===== src/rtl/btn_debounce_pulse_pkg.sv =====
// ============================================================================
// Module : btn_debounce_pulse_pkg
// Brief  : Shared FSM encoding, board defaults and config check for the button
//          conditioner.
// Rev    : 1.0
// ============================================================================
`default_nettype none

package btn_debounce_pulse_pkg;

    typedef enum logic [1:0] {
        S_IDLE   = 2'd0,
        S_CHK_HI = 2'd1,
        S_HELD   = 2'd2,
        S_CHK_LO = 2'd3
    } btn_state_t;

    // Defaults sized for a 50 MHz board clock.
    localparam int DEF_DB_CYCLES    = 1_000_000;
    localparam int DEF_CNT_W        = 20;
    localparam int DEF_REPEAT_DELAY = 50_000_000;
    localparam int DEF_REPEAT_RATE  = 10_000_000;

    function automatic bit cfg_ok(input longint db, input longint cw,
                                  input longint dly, input longint rate);
        return (db >= 1) && (cw >= 1) && (cw <= 32) &&
               ((db - 1) < (longint'(1) << cw)) && (dly >= 1) && (rate >= 1);
    endfunction

endpackage

`default_nettype wire


===== src/rtl/btn_debounce_pulse_sync_2ff.sv =====
// ============================================================================
// Module : sync_2ff
// Brief  : Two-flop synchroniser for a single asynchronous input pin.
// Rev    : 1.0
// ============================================================================
`default_nettype none

module sync_2ff (
    input  logic clk,
    input  logic rst_n,
    input  logic d,
    output logic q
);

    logic meta_q;
    logic sync_q;

    always_ff @(posedge clk or negedge rst_n) begin
        if (!rst_n) begin
            meta_q <= 1'b0;
            sync_q <= 1'b0;
        end else begin
            meta_q <= d;
            sync_q <= meta_q;
        end
    end

    assign q = sync_q;

endmodule

`default_nettype wire


===== src/rtl/btn_debounce_pulse.sv =====
// ============================================================================
// Module : btn_debounce_pulse
// Brief  : Synchronise, debounce and edge-pulse one push-button. Define
//          BTN_AUTOREPEAT_EN to add held-button auto-repeat presses.
// Rev    : 1.0
// ============================================================================
`default_nettype none

module btn_debounce_pulse
    import btn_debounce_pulse_pkg::*;
#(
    parameter int DB_CYCLES    = DEF_DB_CYCLES,
    parameter int CNT_W        = DEF_CNT_W,
    parameter int REPEAT_DELAY = DEF_REPEAT_DELAY,
    parameter int REPEAT_RATE  = DEF_REPEAT_RATE
) (
    input  logic clk,
    input  logic rst_n,
    input  logic btn_raw,
    output logic btn_level,
    output logic btn_press,
    output logic btn_rel
);

    generate
        if (!cfg_ok(DB_CYCLES, CNT_W, REPEAT_DELAY, REPEAT_RATE)) begin : g_cfg_bad
            $error("btn_debounce_pulse: invalid DB_CYCLES/CNT_W/REPEAT configuration");
        end
    endgenerate

    // Entering CHK_* already counts as the first stable sample, so the last
    // count value before acceptance is DB_CYCLES-2.
    localparam bit             DB_ONE  = (DB_CYCLES == 1);
    localparam logic [CNT_W-1:0] DB_LAST = CNT_W'((DB_CYCLES >= 2) ? (DB_CYCLES - 2) : 0);

    logic btn_s;

    sync_2ff u_sync (
        .clk   (clk),
        .rst_n (rst_n),
        .d     (btn_raw),
        .q     (btn_s)
    );

    btn_state_t        state_q, state_d;
    logic [CNT_W-1:0]  cnt_q, cnt_d;
    logic              level_q, level_d;
    logic              press_q, press_d;
    logic              rel_q, rel_d;

`ifdef BTN_AUTOREPEAT_EN
    localparam int RPT_MAX = (REPEAT_DELAY > REPEAT_RATE) ? REPEAT_DELAY : REPEAT_RATE;
    localparam int RPT_W   = (RPT_MAX > 1) ? $clog2(RPT_MAX + 1) : 1;
    localparam logic [RPT_W-1:0] RPT_FIRST_LAST = RPT_W'(REPEAT_DELAY - 1);
    localparam logic [RPT_W-1:0] RPT_RATE_LAST  = RPT_W'(REPEAT_RATE - 1);

    logic [RPT_W-1:0] rpt_q, rpt_d;
    logic             first_q, first_d;
`endif

    always_comb begin
        state_d = state_q;
        cnt_d   = cnt_q;
        level_d = level_q;
        press_d = 1'b0;
        rel_d   = 1'b0;
`ifdef BTN_AUTOREPEAT_EN
        rpt_d   = rpt_q;
        first_d = first_q;
`endif
        unique case (state_q)
            S_IDLE: begin
                if (btn_s) begin
                    cnt_d = '0;
                    if (DB_ONE) begin
                        state_d = S_HELD;
                        level_d = 1'b1;
                        press_d = 1'b1;
                    end else begin
                        state_d = S_CHK_HI;
                    end
                end
            end
            S_CHK_HI: begin
                if (!btn_s) begin
                    state_d = S_IDLE;
                    cnt_d   = '0;
                end else if (cnt_q == DB_LAST) begin
                    state_d = S_HELD;
                    cnt_d   = '0;
                    level_d = 1'b1;
                    press_d = 1'b1;
                end else if (cnt_q != '1) begin
                    cnt_d = cnt_q + 1'b1;
                end
            end
            S_HELD: begin
                if (!btn_s) begin
                    cnt_d = '0;
                    if (DB_ONE) begin
                        state_d = S_IDLE;
                        level_d = 1'b0;
                        rel_d   = 1'b1;
                    end else begin
                        state_d = S_CHK_LO;
                    end
                end
            end
            S_CHK_LO: begin
                if (btn_s) begin
                    state_d = S_HELD;
                    cnt_d   = '0;
                end else if (cnt_q == DB_LAST) begin
                    state_d = S_IDLE;
                    cnt_d   = '0;
                    level_d = 1'b0;
                    rel_d   = 1'b1;
                end else if (cnt_q != '1) begin
                    cnt_d = cnt_q + 1'b1;
                end
            end
            default: begin
                state_d = S_IDLE;
                cnt_d   = '0;
                level_d = 1'b0;
            end
        endcase

`ifdef BTN_AUTOREPEAT_EN
        // Repeat count advances only while settled in HELD; CHK_LO holds it.
        if (press_d) begin
            rpt_d   = '0;
            first_d = 1'b1;
        end else if (state_q == S_HELD && btn_s) begin
            if (rpt_q == (first_q ? RPT_FIRST_LAST : RPT_RATE_LAST)) begin
                rpt_d   = '0;
                first_d = 1'b0;
                press_d = 1'b1;
            end else begin
                rpt_d = rpt_q + 1'b1;
            end
        end else if (state_d == S_IDLE) begin
            rpt_d   = '0;
            first_d = 1'b1;
        end
`endif
    end

    always_ff @(posedge clk or negedge rst_n) begin
        if (!rst_n) begin
            state_q <= S_IDLE;
            cnt_q   <= '0;
            level_q <= 1'b0;
            press_q <= 1'b0;
            rel_q   <= 1'b0;
`ifdef BTN_AUTOREPEAT_EN
            rpt_q   <= '0;
            first_q <= 1'b1;
`endif
        end else begin
            state_q <= state_d;
            cnt_q   <= cnt_d;
            level_q <= level_d;
            press_q <= press_d;
            rel_q   <= rel_d;
`ifdef BTN_AUTOREPEAT_EN
            rpt_q   <= rpt_d;
            first_q <= first_d;
`endif
        end
    end

    assign btn_level = level_q;
    assign btn_press = press_q;
    assign btn_rel   = rel_q;

endmodule

`default_nettype wire


===== config.mk =====
export PLATFORM = sky130hd
export DESIGN_NAME = btn_debounce_pulse
export DESIGN_NICKNAME = d
export VERILOG_FILES = /design/src/rtl/btn_debounce_pulse_pkg.sv /design/src/rtl/btn_debounce_pulse_sync_2ff.sv /design/src/rtl/btn_debounce_pulse.sv
export SDC_FILE = /design/constraint.sdc
export NUM_CORES = 1
export LEC_CHECK = 0
export CAP_MARGIN = 20
export CORE_UTILIZATION = 59
export DETAILED_ROUTE_END_ITERATION = 10
export GPL_ROUTABILITY_DRIVEN = 0
export GPL_TIMING_DRIVEN = 0
export HOLD_SLACK_MARGIN = 0.03
export MAX_ROUTING_LAYER = met4
export PLACE_DENSITY = 0.78
export SYNTH_ARGS = -nofsm -noshare
export SYNTH_HDL_FRONTEND = slang
export SYNTH_SLANG_ARGS = --single-unit

===== constraint.sdc =====
create_clock -name clk -period 2.7 [get_ports clk]
set_input_delay 0.54 -clock clk [delete_from_list [all_inputs] [get_ports clk]]
set_output_delay 0.54 -clock clk [all_outputs]
set_load 0.005 [all_outputs]

## Yosys cells after proc, flatten, opt, wreduce, memory -nomap -nowiden

Index checks and enable logic that the tools add are counted.

| operators by class | value |
|---|---|
| muxes and demuxes | 24 |
| add/subtract/negate cells | 1 |
| reductions and logical operators | 5 |
| equality and inequality tests | 13 |

Operator list:

| kind | number |
|---|---|
| 2-to-1 mux 20 bit | 6 |
| one-hot mux 20 bit (4 select lines) | 1 |
| adder 20 x 1 -> 20 bit (second input constant) | 1 |
| == test 20 bit (second input constant) | 1 |
| inequality test 20 bit (second input constant) | 1 |
| 2-to-1 mux 2 bit | 6 |
| 2-to-1 mux 1 bit | 9 |
| inequality test 2 bit (second input constant) | 4 |
| one-hot mux 2 bit (4 select lines) | 1 |
| AND reduction 5 bit | 1 |
| == test 2 bit (second input constant) | 2 |
| inequality test 2 x 1 -> 1 bit (second input constant) | 2 |
| AND reduction 4 bit | 1 |
| inequality test 3 x 2 -> 1 bit (second input constant) | 1 |
| inequality test 3 bit (second input constant) | 1 |
| == test 2 x 1 -> 1 bit (second input constant) | 1 |
| logical NOT 2 bit | 1 |
| one-hot mux 1 bit (2 select lines) | 1 |
| AND reduction 2 bit | 1 |
| nonzero test 2 bit | 1 |

| word-level totals | value |
|---|---|
| output and inout port bits | 3 |
| register bits after elaboration | 27 |
| logic and storage cells | 50 |
| input port bits | 3 |

## Depth between registers and ports, before layout

| depth | value |
|---|---|
| word-level depth | 5 |
| mapped depth | 8 |
| depth with buffers taken out | 7 |

## By module

A second synthesis with hierarchy kept.

| unflattened totals | value |
|---|---|
| cells, all modules | 167 |
| area total of the unflattened synthesis | 1,526.5 um^2 |

By module, submodules not included:

| module | area each (um^2) | sequential area each (um^2) | cells each | times used |
|---|---|---|---|---|
| btn_debounce_pulse | 1,476.4 | 625.6 | 165 | 1 |
| sync_2ff | 50.0 | 50.0 | 2 | 1 |

## Least setup slack after synthesis

No wires, ideal clock.

| timing path | value |
|---|---|
| path kind | register -> register |
| start | reg cnt_q[12] |
| end | reg cnt_q[15] |
| clock period less this slack | 1,958 ps |
| cell stages (with the launch flop) | 8 |
| library setup time | 118 ps |
| arrival | 1,840 ps |
| slack | 742 ps |
| cells stage by stage | dfrtp_1 > buf_6 > or4b_4 > nor4_4 > a21o_2 > buf_6 > a21oi_1 > a21o_1 |

| between the ends | value |
|---|---|
| cells in the longest elaborated chain, start to end | 5 |
| elaborated cells on any way between the ends | 8 |

RTL lines:

| element | line | text |
|---|---|---|
| start, declared | btn_debounce_pulse.sv:46 | `logic [CNT_W-1:0] cnt_q, cnt_d;` |
| start signal, assigned | btn_debounce_pulse.sv:162 | `cnt_q <= cnt_d;` |
| adder 20 x 1 -> 20 bit or inequality test 20 bit (tied branches) | -- |  |
| 2-to-1 mux 20 bit | btn_debounce_pulse.sv:93, btn_debounce_pulse.sv:118 |  |
| 2-to-1 mux 20 bit (*) | btn_debounce_pulse.sv:113 | `end else if (cnt_q == DB_LAST) begin` |
| 2-to-1 mux 20 bit (on tied branches) | btn_debounce_pulse.sv:110, btn_debounce_pulse.sv:85 |  |
| one-hot mux 20 bit (4 select lines) (*) | btn_debounce_pulse.sv:71 | `unique case (state_q)` |

Mark *: on every way between the ends. The rest lies on a longest branch, timed or not.
A chain may end at the register's enable or synchronous reset.

## Final worst setup path

| timing path | value |
|---|---|
| start | reg cnt_q[0] |
| end | reg cnt_q[9] |

Same word-level chain as after synthesis.

==> results by group <==
Outcome
  • Outcome: complete, no violations

Clocking
  • CTS Buffer Depth: 2
  • H-tree levels: 1
  • Clock Latency Late Sink: 0.33 ns
  • CTS resizes: 0
  • CTS tree: built
  • CTS sink count: 27
  • Clock-pin slew on the worst setup and hold paths: 0.15 ns
  • Quantity of hold-fixing buffers added after cts: 0
  • Setup bufs post-CTS: 0
  • CTS root buffer: clkbuf_4
  • TritonCTS buffer count: 3

STA
  • Tcrit/Tclk final: 83.04%
  • Post-route setup TNS: 0 ns
  • Worst slew pin tran: 0.6550 ns
  • Post-Route Skew: 0.003807 ns
  • Setup WS post-layout: 0.4580 ns
  • Period minus WS final: 2.242 ns
  • Worst hold-check slack: 0.3786 ns
  • Slew HR: 56.20%
  • RSZ-0062 raised after global routing: false
  • Final Max Slew Viols: 0
  • Final setup fails: 0
  • Fmax: 446.0 MHz
  • Hold Vio Cnt, Final: 0

Die
  • Die Width: 53.01 µm
  • Total Die Area: 2810 µm²
  • I/O pin count: 6
  • Die Y: 53.01 µm
  • Initial Util: 61.97%
  • Core footprint: 2477 µm²
  • # rows: 18

Cells and area
  • N_diodes: 0
  • Layout cells sized above 1: 13.02%
  • Most frequent cells in the layout: 27 x dfrtp_1, 12 x nand2_1, 11 x a21oi_1
  • Final instance area: 1668 µm²
  • Commonest non-fill, non-tap cell in the layout: dfrtp_1
  • Post-route insts no fill: 199
  • Nets: 175
  • Area growth syn-to-layout: 8.639%

Placement
  • I/O Buffers: 5
  • Worst slack, placed: 0.4932 ns
  • DPL Wire Length: 2622 µm
  • Placed cell areas: 1638 µm²
  • Placed insts: 195

Synthesis
  • Ys flop type: dfrtp_1
  • Synth Instances: 159
  • Synth Net Count: 164
  • Ys async rst share: 100.0%
  • Post-Syn Area: 1535 µm²
  • Yosys cell types: 48
  • Syn. warnings: 0
  • Yosys reg bits: 27
  • Synthesized area per cell: 9.655 µm²
  • Sequential fraction of the synthesis area: 44.01%
  • Post-synth EDFFs: 0

Critical path
  • Max FO, Critical Path: 10
  • Req. time, crit path: 2.92 ns
  • Kind of critical path: reg -> reg
  • CP arrival: 2.46 ns
  • CP Launch Type: register
  • CP endpoint kind: register

GRT
  • Largest net degree at the start of global routing: 17
  • Initial antenna violation count: 0
  • Gr ovfl total: 0
  • Vias in the first global route: 1,274
  • First-pass GRT wire length: 5782 µm
  • All-Layer GR Usage: 29.95%

Run
  • Max_cap viols: 0

Drt
  • Routed len/inst: 18.18 µm
  • DR iter-0 viols: 67
  • TritonRoute pass-1 iters: 4
  • Avg Vias per Cell: 6.945
  • Vias after detailed routing: 1,382
  • Routed wire length: 3618 µm
  • Post-DRT Antenna Nets: 0
  • Drc violations: 0

Min path
  • HP Class: reg -> reg

Power
  • Worst vdd ir: 0.4669 mV
  • Pwr Density: 529.2 nW/µm²
  • Pleak: 0.7042 nW
[cell usage after synthesis, types with 5 or more instances]
cell / number / area share, %
dfrtp_1: 27 / 44
nor2_1: 7 / 1.7
nand3_1: 8 / 2.6
inv_1: 7 / 1.7
a21oi_1: 11 / 3.6
nand4_1: 6 / 2.4
a21o_1: 6 / 2.9
a31oi_1: 10 / 4.1
nand2_1: 12 / 2.9
a41oi_1: 5 / 2.9
o21ai_0: 7 / 2.3
[layout make-up]
| type | count | area, µm² |
|---|---|---|
| Fill cell | 193 | 809.5 |
| Inverter | 7 | 26.28 |
| Tap cell | 30 | 37.54 |
| Buffer | 7 | 43.79 |
| Multi-Input combinational cell | 118 | 789.5 |
| Clock inverter | 1 | 7.507 |
| Sequential cell | 27 | 675.6 |
| Timing Repair Buffer | 6 | 65.06 |
| Clock buffer | 3 | 22.52 |
[per-layer routing]
layer	track usage [%]	vias up	part of all wire, %
li1	-	636	-
met5	-	-	0
met3	5.172	17	6.7
met4	14.04	0	3.5
met2	49.37	59	49
met1	35.53	670	41
[registers in the layout, summed over array words and instances, names as in the netlist, named ones only]
| name | count |
|---|---|
| btn_level | 1 |
| state_q | 1 |
| btn_rel | 1 |
| btn_press | 1 |
| u_sync.meta_q | 1 |
| cnt_q | 20 |
| u_sync.q | 1 |
[logic make-up after synthesis]
kind of cell | count (synthesis) | share of synthesized area, %
compound gates | 58 | 25.51
simple gates | 56 | 23.07
flops | 27 | 44.01
buf+inv | 14 | 4.564
fa+ha+maj | 2 | 1.630
xor+xnor | 1 | 0.5706
mux | 1 | 0.6520
[report_power, final]
part           switching (mW)  internal, mW  total [mW]  leakage [nW]
sequential             0.0334         0.427       0.461         0.369
clock                   0.128        0.0568       0.185        0.0139
combinational           0.151        0.0864       0.237         0.321
[path summary, 6_finish.rpt]
check,startpoint,endpoint,slack [ns],cells after the start
min,u_sync.meta_q,u_sync.q,0.38,0
max reg2reg,cnt_q[0],cnt_q[9],0.46,7
min reg2reg,u_sync.meta_q,u_sync.q,0.38,0
max,cnt_q[0],cnt_q[9],0.46,7
min in group asynchronous,rst_n,cnt_q[13],0.58,1
max in group asynchronous,rst_n,cnt_q[5],1.59,2
[per-stage QoR]
step	utilization [%]	total power, mW
3_5_place_dp	66.11	0.6996
3_3_place_gp	65.51	0.6831
6_report	67.32	0.8827
5_1_grt	67.32	0.9244
4_1_cts	67.32	0.8788
2_1_floorplan	-	0.6243
[critical path, stage by stage, from the launching register on]
cell	delay, ns
dfrtp_1	0.44
ha_1	0.28
nand2_1	0.12
nor4_4	0.46
nand2_1	0.23
clkbuf_1	0.28
a41oi_1	0.27
a31oi_1	0.06
No activity file was read; power rests on OpenSTA's default activity.
